===== src/rtl/csr_pkg.sv =====
// csr_pkg: CSR addresses, mstatus/mip/mie bit positions, misa value and the masked-write helper.
package csr_pkg;
    localparam logic [11:0] CSR_MSTATUS   = 12'h300;
    localparam logic [11:0] CSR_MISA      = 12'h301;
    localparam logic [11:0] CSR_MIE       = 12'h304;
    localparam logic [11:0] CSR_MTVEC     = 12'h305;
    localparam logic [11:0] CSR_MSCRATCH  = 12'h340;
    localparam logic [11:0] CSR_MEPC      = 12'h341;
    localparam logic [11:0] CSR_MCAUSE    = 12'h342;
    localparam logic [11:0] CSR_MTVAL     = 12'h343;
    localparam logic [11:0] CSR_MIP       = 12'h344;
    localparam logic [11:0] CSR_MCYCLE    = 12'hB00;
    localparam logic [11:0] CSR_MINSTRET  = 12'hB02;
    localparam logic [11:0] CSR_MCYCLEH   = 12'hB80;
    localparam logic [11:0] CSR_MINSTRETH = 12'hB82;
    localparam logic [11:0] CSR_MHARTID   = 12'hF14;
    localparam int MSTATUS_MIE  = 3;
    localparam int MSTATUS_MPIE = 7;
    localparam logic [31:0] MSTATUS_FIXED = 32'h0000_1800;
    localparam int MIP_MSIP = 3;
    localparam int MIP_MTIP = 7;
    localparam int MIP_MEIP = 11;
    localparam logic [31:0] MIE_MASK = 32'h0000_0888;
    localparam logic [31:0] MISA_VAL = 32'h4000_0100;

    function automatic logic [31:0] mwr(input logic [31:0] old_v, input logic [31:0] wdata,
                                        input logic [31:0] wmask);
        return (old_v & ~wmask) | (wdata & wmask);
    endfunction
endpackage


===== src/rtl/csr_regfile_if.sv =====
// csr_regfile_if: core-side bus into the CSR file (read port, write port, trap/mret/interrupt controls).
interface csr_regfile_if;
    logic [11:0] rd_addr_i;
    logic [31:0] rd_data_o;
    logic        rd_illegal_o;
    logic [11:0] wr_addr_i;
    logic [31:0] wr_mask_i;
    logic [31:0] wr_data_i;
    logic        retire_i;
    logic        trap_i;
    logic [31:0] trap_cause_i;
    logic [31:0] trap_pc_i;
    logic [31:0] trap_tval_i;
    logic        mret_i;
    logic        irq_ext_i;
    logic        irq_timer_i;
    logic        irq_sw_i;
    logic [31:0] trap_vec_o;
    logic [31:0] mepc_o;
    logic        irq_req_o;

    modport master (
        output rd_addr_i, wr_addr_i, wr_mask_i, wr_data_i, retire_i, trap_i, trap_cause_i,
               trap_pc_i, trap_tval_i, mret_i, irq_ext_i, irq_timer_i, irq_sw_i,
        input  rd_data_o, rd_illegal_o, trap_vec_o, mepc_o, irq_req_o
    );
    modport slave (
        input  rd_addr_i, wr_addr_i, wr_mask_i, wr_data_i, retire_i, trap_i, trap_cause_i,
               trap_pc_i, trap_tval_i, mret_i, irq_ext_i, irq_timer_i, irq_sw_i,
        output rd_data_o, rd_illegal_o, trap_vec_o, mepc_o, irq_req_o
    );
endinterface


===== src/rtl/csr_counter64.sv =====
// csr_counter64: 64-bit counter; a masked write to either half wins over the increment and freezes the other half.
module csr_counter64
    import csr_pkg::*;
(
    input  logic        clk,
    input  logic        rst,
    input  logic        i_inc,
    input  logic        i_wr_lo,
    input  logic        i_wr_hi,
    input  logic [31:0] i_wdata,
    input  logic [31:0] i_wmask,
    output logic [63:0] o_value
);
    logic [63:0] r_cnt;

    always_ff @(posedge clk) begin
        if (!rst) r_cnt <= '0;
        else if (i_wr_lo) r_cnt[31:0] <= mwr(r_cnt[31:0], i_wdata, i_wmask);
        else if (i_wr_hi) r_cnt[63:32] <= mwr(r_cnt[63:32], i_wdata, i_wmask);
        else if (i_inc) r_cnt <= r_cnt + 64'd1;
    end

    assign o_value = r_cnt;
endmodule


===== src/rtl/csr_regfile.sv =====
// csr_regfile: RV32 machine-mode CSR file with trap/mret sequencing and a registered interrupt request.
// Define CSR_COUNTERS_EN to implement mcycle/minstret; otherwise those addresses read 0.
module csr_regfile
    import csr_pkg::*;
#(
    parameter logic [31:0] HART_ID     = 32'd0,
    parameter logic [31:0] MTVEC_RESET = 32'h0000_0000
) (
    input logic clk,
    input logic rst,
    csr_regfile_if.slave bus
);
    logic        r_mie_b, r_mpie, r_irq;
    logic [31:0] r_mie, r_mtvec, r_mscratch, r_mepc, r_mcause, r_mtval;
    logic [31:0] w_mstatus, w_mip, w_base, w_rd_data;
    logic        w_wr, w_rd_ill;

    assign w_wr      = |bus.wr_mask_i && !bus.trap_i && !bus.mret_i;
    assign w_mstatus = MSTATUS_FIXED | ({31'd0, r_mie_b} << MSTATUS_MIE) | ({31'd0, r_mpie} << MSTATUS_MPIE);
    assign w_mip     = ({31'd0, bus.irq_ext_i} << MIP_MEIP) | ({31'd0, bus.irq_timer_i} << MIP_MTIP)
                     | ({31'd0, bus.irq_sw_i} << MIP_MSIP);
    assign w_base    = r_mtvec & ~32'h3;

    // Vectored mode only applies to interrupts; the 4*cause offset wraps at 32 bits.
    assign bus.trap_vec_o = (r_mtvec[0] && bus.trap_cause_i[31]) ? w_base + {bus.trap_cause_i[29:0], 2'b00} : w_base;
    assign bus.mepc_o     = r_mepc;
    assign bus.irq_req_o  = r_irq;

    always_ff @(posedge clk) begin
        if (!rst) begin
            r_mie_b    <= 1'b0;
            r_mpie     <= 1'b0;
            r_mie      <= '0;
            r_mtvec    <= MTVEC_RESET & ~32'h2;
            r_mscratch <= '0;
            r_mepc     <= '0;
            r_mcause   <= '0;
            r_mtval    <= '0;
        end else if (bus.trap_i) begin
            r_mepc   <= bus.trap_pc_i & ~32'h3;
            r_mcause <= bus.trap_cause_i;
            r_mtval  <= bus.trap_tval_i;
            r_mpie   <= r_mie_b;
            r_mie_b  <= 1'b0;
        end else if (bus.mret_i) begin
            r_mie_b <= r_mpie;
            r_mpie  <= 1'b1;
        end else if (w_wr) begin
            case (bus.wr_addr_i)
                CSR_MSTATUS: begin
                    r_mie_b <= bus.wr_mask_i[MSTATUS_MIE] ? bus.wr_data_i[MSTATUS_MIE] : r_mie_b;
                    r_mpie  <= bus.wr_mask_i[MSTATUS_MPIE] ? bus.wr_data_i[MSTATUS_MPIE] : r_mpie;
                end
                CSR_MIE:      r_mie      <= mwr(r_mie, bus.wr_data_i, bus.wr_mask_i) & MIE_MASK;
                CSR_MTVEC:    r_mtvec    <= mwr(r_mtvec, bus.wr_data_i, bus.wr_mask_i) & ~32'h2;
                CSR_MSCRATCH: r_mscratch <= mwr(r_mscratch, bus.wr_data_i, bus.wr_mask_i);
                CSR_MEPC:     r_mepc     <= mwr(r_mepc, bus.wr_data_i, bus.wr_mask_i) & ~32'h3;
                CSR_MCAUSE:   r_mcause   <= mwr(r_mcause, bus.wr_data_i, bus.wr_mask_i);
                CSR_MTVAL:    r_mtval    <= mwr(r_mtval, bus.wr_data_i, bus.wr_mask_i);
                default: ;
            endcase
        end
        r_irq <= rst && r_mie_b && |(w_mip & r_mie);
    end

`ifdef CSR_COUNTERS_EN
    logic [63:0] w_mcycle, w_minstret;

    csr_counter64 u_mcycle (
        .clk(clk), .rst(rst), .i_inc(1'b1),
        .i_wr_lo(w_wr && bus.wr_addr_i == CSR_MCYCLE), .i_wr_hi(w_wr && bus.wr_addr_i == CSR_MCYCLEH),
        .i_wdata(bus.wr_data_i), .i_wmask(bus.wr_mask_i), .o_value(w_mcycle)
    );
    csr_counter64 u_minstret (
        .clk(clk), .rst(rst), .i_inc(bus.retire_i),
        .i_wr_lo(w_wr && bus.wr_addr_i == CSR_MINSTRET), .i_wr_hi(w_wr && bus.wr_addr_i == CSR_MINSTRETH),
        .i_wdata(bus.wr_data_i), .i_wmask(bus.wr_mask_i), .o_value(w_minstret)
    );
`endif

    always_comb begin
        w_rd_data = '0;
        w_rd_ill  = 1'b0;
        case (bus.rd_addr_i)
            CSR_MSTATUS:  w_rd_data = w_mstatus;
            CSR_MISA:     w_rd_data = MISA_VAL;
            CSR_MHARTID:  w_rd_data = HART_ID;
            CSR_MIE:      w_rd_data = r_mie;
            CSR_MIP:      w_rd_data = w_mip;
            CSR_MTVEC:    w_rd_data = r_mtvec;
            CSR_MSCRATCH: w_rd_data = r_mscratch;
            CSR_MEPC:     w_rd_data = r_mepc;
            CSR_MCAUSE:   w_rd_data = r_mcause;
            CSR_MTVAL:    w_rd_data = r_mtval;
`ifdef CSR_COUNTERS_EN
            CSR_MCYCLE:    w_rd_data = w_mcycle[31:0];
            CSR_MCYCLEH:   w_rd_data = w_mcycle[63:32];
            CSR_MINSTRET:  w_rd_data = w_minstret[31:0];
            CSR_MINSTRETH: w_rd_data = w_minstret[63:32];
`else
            CSR_MCYCLE, CSR_MCYCLEH, CSR_MINSTRET, CSR_MINSTRETH: w_rd_data = '0;
`endif
            default:      w_rd_ill  = 1'b1;
        endcase
    end

    assign bus.rd_data_o    = w_rd_data;
    assign bus.rd_illegal_o = w_rd_ill;
endmodule


===== src/flat_wrapper.sv =====
// flat-port wrapper written by rule: the top's interface ports become plain ports
module csr_regfile_flat import csr_pkg::*;
#(
    parameter logic [31:0] HART_ID     = 32'd0,
    parameter logic [31:0] MTVEC_RESET = 32'h0000_0000
)
  (clk, rst, bus_rd_addr_i, bus_wr_addr_i, bus_wr_mask_i, bus_wr_data_i, bus_retire_i, bus_trap_i, bus_trap_cause_i, bus_trap_pc_i, bus_trap_tval_i, bus_mret_i, bus_irq_ext_i, bus_irq_timer_i, bus_irq_sw_i, bus_rd_data_o, bus_rd_illegal_o, bus_trap_vec_o, bus_mepc_o, bus_irq_req_o);
  csr_regfile_if bus_i ();
  input logic clk;
  input logic rst;
  input wire logic [$bits(bus_i.rd_addr_i)-1:0] bus_rd_addr_i;
  input wire logic [$bits(bus_i.wr_addr_i)-1:0] bus_wr_addr_i;
  input wire logic [$bits(bus_i.wr_mask_i)-1:0] bus_wr_mask_i;
  input wire logic [$bits(bus_i.wr_data_i)-1:0] bus_wr_data_i;
  input wire logic [$bits(bus_i.retire_i)-1:0] bus_retire_i;
  input wire logic [$bits(bus_i.trap_i)-1:0] bus_trap_i;
  input wire logic [$bits(bus_i.trap_cause_i)-1:0] bus_trap_cause_i;
  input wire logic [$bits(bus_i.trap_pc_i)-1:0] bus_trap_pc_i;
  input wire logic [$bits(bus_i.trap_tval_i)-1:0] bus_trap_tval_i;
  input wire logic [$bits(bus_i.mret_i)-1:0] bus_mret_i;
  input wire logic [$bits(bus_i.irq_ext_i)-1:0] bus_irq_ext_i;
  input wire logic [$bits(bus_i.irq_timer_i)-1:0] bus_irq_timer_i;
  input wire logic [$bits(bus_i.irq_sw_i)-1:0] bus_irq_sw_i;
  output wire logic [$bits(bus_i.rd_data_o)-1:0] bus_rd_data_o;
  output wire logic [$bits(bus_i.rd_illegal_o)-1:0] bus_rd_illegal_o;
  output wire logic [$bits(bus_i.trap_vec_o)-1:0] bus_trap_vec_o;
  output wire logic [$bits(bus_i.mepc_o)-1:0] bus_mepc_o;
  output wire logic [$bits(bus_i.irq_req_o)-1:0] bus_irq_req_o;
  assign bus_i.rd_addr_i = bus_rd_addr_i;
  assign bus_i.wr_addr_i = bus_wr_addr_i;
  assign bus_i.wr_mask_i = bus_wr_mask_i;
  assign bus_i.wr_data_i = bus_wr_data_i;
  assign bus_i.retire_i = bus_retire_i;
  assign bus_i.trap_i = bus_trap_i;
  assign bus_i.trap_cause_i = bus_trap_cause_i;
  assign bus_i.trap_pc_i = bus_trap_pc_i;
  assign bus_i.trap_tval_i = bus_trap_tval_i;
  assign bus_i.mret_i = bus_mret_i;
  assign bus_i.irq_ext_i = bus_irq_ext_i;
  assign bus_i.irq_timer_i = bus_irq_timer_i;
  assign bus_i.irq_sw_i = bus_irq_sw_i;
  assign bus_rd_data_o = bus_i.rd_data_o;
  assign bus_rd_illegal_o = bus_i.rd_illegal_o;
  assign bus_trap_vec_o = bus_i.trap_vec_o;
  assign bus_mepc_o = bus_i.mepc_o;
  assign bus_irq_req_o = bus_i.irq_req_o;
  csr_regfile #(.HART_ID(HART_ID), .MTVEC_RESET(MTVEC_RESET)) u_core (.clk(clk), .rst(rst), .bus(bus_i));
endmodule

===== config.mk =====
export PLATFORM = sky130hd
export DESIGN_NAME = csr_regfile_flat
export DESIGN_NICKNAME = d
export VERILOG_FILES = /design/src/rtl/csr_pkg.sv /design/src/rtl/csr_regfile_if.sv /design/src/rtl/csr_counter64.sv /design/src/rtl/csr_regfile.sv /design/src/flat_wrapper.sv
export SDC_FILE = /design/constraint.sdc
export NUM_CORES = 1
export LEC_CHECK = 0
export BUFFER_PORTS_ARGS = -buffer_cell sky130_fd_sc_hd__buf_2
export CORE_UTILIZATION = 54
export DETAILED_ROUTE_END_ITERATION = 6
export GPL_TIMING_DRIVEN = 0
export PLACE_DENSITY = 0.82
export REMOVE_ABC_BUFFERS = 1
export SKIP_CTS_REPAIR_TIMING = 1
export SLEW_MARGIN = 30
export SYNTH_ARGS = -nofsm -noshare
export SYNTH_HDL_FRONTEND = slang
export SYNTH_SLANG_ARGS = --single-unit
export TNS_END_PERCENT = 30

===== constraint.sdc =====
create_clock -name clk -period 6.15 [get_ports clk]
set_input_delay 1.5375 -clock clk [delete_from_list [all_inputs] [get_ports clk]]
set_output_delay 1.5375 -clock clk [all_outputs]
set_load 0.01 [all_outputs]

==> results summary <==
The run finished with clean final reports. The die span in y came out at 144 um. The slowest stage of the critical path belongs to the cell sky130_fd_sc_hd__fa_1.

The highest ir drop seen on vdd came out at 168 uV. TritonCTS built the clock tree. The accumulated negative setup slack came out at 0 ns.

The actual slew at the worst max-slew pin is 0.857 ns. The peak clock frequency supported by timing came out at 168 MHz. The total power per unit cell area is 196 nW/um2.

The hold path depth is 2. The count of endpoints failing hold in the final timing report is 0. The width of the chip came out at 144 um. The cell that appears most often on the critical path is sky130_fd_sc_hd__buf_2. The number of pins with negative max-slew slack in the final report is 0. Entering global routing, the biggest net connects 92 pins. The cell taking the most area after synthesis is sky130_fd_sc_hd__dfxtp_1. The stage delay of the slowest cell on the critical path is 0.43 ns. The kind of cell with the highest combined delay along the critical path is compound AO/OA/AOI/OAI gates. The DRC marker count from the first detailed-route iteration is 981. The total standard cell area after synthesis came out at 10900 um2.

The final RePlAce weighted congestion is 0.902. The clock sink count is 163. The number of nets with antenna violations after routing came out at 0. The fraction of synthesized cell area taken by the top area cell type is 0.298.

The clock-pin slew reported for the worst setup and hold paths after clock tree synthesis came out at 0.06 ns. The share of cells above drive strength 1 is 0.215. The post-detailed-route wirelength per cell came out at 19.0 um. The via count of the first global-routing pass is 10700.

For this run, the leading register cell type out of synthesis is sky130_fd_sc_hd__dfxtp_1. The final routed DRC violation total came out at 0. From synthesis to final layout, the design area changed by 20.1%. The final critical delay including setup and external delays came out at 5.97 ns. For this run, the total global-route usage over all layers was measured as 0.347. The worst endpoint required time came out at 4.61 ns. The total wire length after detailed routing came out at 36700 um.

The number of buffers on the longest clock path came out at 2. Pin placement for this block handled 290 I/O pins. The worst setup path is launched from an input port.

On the final layout, the worst clock skew is 0.00103 ns. The class of the tightest hold or removal check is flop to flop. The number of flops mapped to enable cells by yosys is 0. The routed layout has 11900 vias. The total core area is 19700 um2. The first-pass GRT wire length came out at 56000 um. The full die area came out at 20800 um2. The total clock buffers created by CTS is 17. After synthesis, the cell types taking the most area are sky130_fd_sc_hd__dfxtp_1, sky130_fd_sc_hd__mux2i_1, sky130_fd_sc_hd__nand2_1, sky130_fd_sc_hd__o21ai_0, sky130_fd_sc_hd__a21oi_1.

The share of the Yosys chip area taken by registers is 0.298. Measured against its own limit, the worst slew margin works out to 0.428. The number of instances in the synthesized netlist is 1459. Input and output buffers added on the ports amount to 282.

The mean instance size in the synthesized netlist came out at 7.50 um2. The setup slack on the worst flop-to-flop path came out at 5.19 ns. The count of max-cap constraint violations is 0. The element type at the critical path end is a primary output. The cell sitting at the root of the clock tree is a sky130_fd_sc_hd__clkbuf_16. The leakage power of the design is 5.70 nW.

The post-DP HPWL came out at 26100 um. The final critical-path share of the clock period came out at 0.970. The count of final setup violators is 0.

The warning count from the yosys run came out at 0. The residual overflow from global routing is 0. The largest fanout of any net on the critical path is 4.

The worst register-to-register path has a depth of 3. The floorplan has 51 rows. The number of antenna violations at the first check in global routing is 2. The later pin in the worst-skew pair is clocked with a latency of 0.43 ns.

In this run the number of H-tree levels came out at 4. The count of buffer and inverter cells on the critical path came out at 2. For this run, the detailed router's first-pass iteration total came to 6. After the last flow step, the layout net total stands at 1867.

Using the TritonRoute via totals, the vias-per-cell ratio works out to 6.19. Setup repair after global routing left no endpoint under its margin. The register bit count reported by yosys came out at 163. By startpoint and endpoint, the worst setup path is classified as input port to primary output.

The share of flip-flops with an asynchronous set or reset came out at 0. The initial standard-cell utilization of the core came out at 0.557. The distinct cell type count after synthesis came out at 60.

The signal on the critical path passes through buf_2 -> ha_1 -> fa_1 -> a21o_1 -> a221oi_4 -> o221ai_2 -> a221oi_2 -> nor2_1 -> a311oi_1 -> xor2_1 -> o21ai_1 -> buf_2. The arrival time of the worst setup path came out at 4.43 ns. Across all hold checks on the routed design, the worst slack comes to 0.455 ns.
==> where the power goes <==
| part | internal, mW | switching [mW] | total, mW |
|---|---|---|---|
| logic | 0.165 | 0.233 | 0.398 |
| clock network | 0.605 | 0.448 | 1.05 |
| registers | 1.10 | 0.0285 | 1.13 |
==> layout by cell type, fill, tap and decap left out, types with 12 or more instances in the layout <==
master and instances:
sky130_fd_sc_hd__a21boi_0 68, sky130_fd_sc_hd__a21boi_1 19, sky130_fd_sc_hd__a21o_1 16, sky130_fd_sc_hd__a21oi_1 103, sky130_fd_sc_hd__a2bb2oi_1 30, sky130_fd_sc_hd__a311oi_1 30, sky130_fd_sc_hd__buf_2 279, sky130_fd_sc_hd__buf_6 12
sky130_fd_sc_hd__clkbuf_16 17, sky130_fd_sc_hd__dfxtp_1 163, sky130_fd_sc_hd__ha_1 29, sky130_fd_sc_hd__inv_1 39, sky130_fd_sc_hd__mux2i_1 98, sky130_fd_sc_hd__nand2_1 238, sky130_fd_sc_hd__nand3_1 67, sky130_fd_sc_hd__nor2_1 75
sky130_fd_sc_hd__o21ai_0 163, sky130_fd_sc_hd__o221ai_1 25, sky130_fd_sc_hd__xnor2_1 13, sky130_fd_sc_hd__xor2_1 14
==> worst min-delay path: stages, from the launching register on <==
cell and delay [ns]:
sky130_fd_sc_hd__dfxtp_1 0.31, sky130_fd_sc_hd__nand2_1 0.05, sky130_fd_sc_hd__a21boi_1 0.05
==> cell families after synthesis <==
group | synth area share
AOI/OAI and AO/OA | 0.296
and+or+nand+nor | 0.187
buffers and inverters | 0.0661
DFF | 0.298
muxes | 0.0958
adders and majority gates | 0.0350
xor gates and xnor gates | 0.0216
other | 0.000343
==> through the flow <==
stage                     instances  cell area (um2)   util  power, mW  setup WS, ns
final                          1925            13100  0.669       2.58         0.183
after global routing           1924            13100  0.669       2.66         0.114
after CTS                      1922            13100  0.667       2.58       0.00887
after detailed placement       1891            12600  0.639       1.54        0.0212
after global placement         1871            12100  0.617       1.52         -3.94
after floorplan                1324            10400      -       1.32         0.601
==> cell type report <==
type | instances | area (um2)
Timing Repair Buffer | 302 | 1790
Tap cell | 265 | 332
Fill cell | 1700 | 6510
Clock buffer | 22 | 454
Clock inverter | 9 | 108
Inverter | 40 | 158
Multi-Input combinational cell | 1121 | 7030
Antenna cell | 3 | 7.51
Sequential cell | 163 | 3260
==> worst max-delay path by stage <==
| stage | start | to | slack (ns) | depth (start not counted) |
|---|---|---|---|---|
| after detailed placement | bus_trap_cause_i[0] | bus_trap_vec_o[24] | 0.02 | 12 |
| after global placement | bus_trap_i | flop | -3.94 | 5 |
| final | bus_trap_cause_i[0] | bus_trap_vec_o[26] | 0.18 | 12 |
| after global routing | bus_trap_cause_i[0] | bus_trap_vec_o[26] | 0.11 | 12 |
| after floorplan | bus_rd_addr_i[4] | bus_rd_data_o[11] | 0.60 | 5 |
| after CTS | bus_trap_cause_i[0] | bus_trap_vec_o[24] | 0.009 | 12 |
==> synth_stat cells (5+ instances only) <==
library cell / n
sky130_fd_sc_hd__buf_4: 8
sky130_fd_sc_hd__and3_1: 9
sky130_fd_sc_hd__nand3_1: 68
sky130_fd_sc_hd__xnor2_1: 13
sky130_fd_sc_hd__a2bb2oi_1: 30
sky130_fd_sc_hd__nor2_1: 77
sky130_fd_sc_hd__nor2b_1: 10
sky130_fd_sc_hd__a21o_1: 16
sky130_fd_sc_hd__ha_1: 29
sky130_fd_sc_hd__o221ai_1: 25
sky130_fd_sc_hd__xor2_1: 14
sky130_fd_sc_hd__buf_2: 20
sky130_fd_sc_hd__nand4_1: 10
sky130_fd_sc_hd__o21bai_1: 5
sky130_fd_sc_hd__mux2_2: 6
sky130_fd_sc_hd__inv_1: 40
sky130_fd_sc_hd__a21oi_1: 103
sky130_fd_sc_hd__nor4_1: 10
sky130_fd_sc_hd__clkbuf_1: 108
sky130_fd_sc_hd__a311oi_1: 30
sky130_fd_sc_hd__a221oi_1: 10
sky130_fd_sc_hd__mux2i_1: 98
sky130_fd_sc_hd__a21boi_1: 19
sky130_fd_sc_hd__a21boi_0: 68
sky130_fd_sc_hd__o21ai_0: 164
sky130_fd_sc_hd__o21a_1: 5
sky130_fd_sc_hd__dfxtp_1: 163
sky130_fd_sc_hd__nand2_1: 240
==> metal layers <==
metal | up-vias | track usage | share of wire
li1 | 5618 | - | -
met1 | 5548 | 0.451 | 0.41
met2 | 642 | 0.554 | 0.46
met3 | 101 | 0.0583 | 0.092
met4 | 0 | 0.171 | 0.038
met5 | - | 0 | 0
No activity file was read; power rests on OpenSTA's default activity.
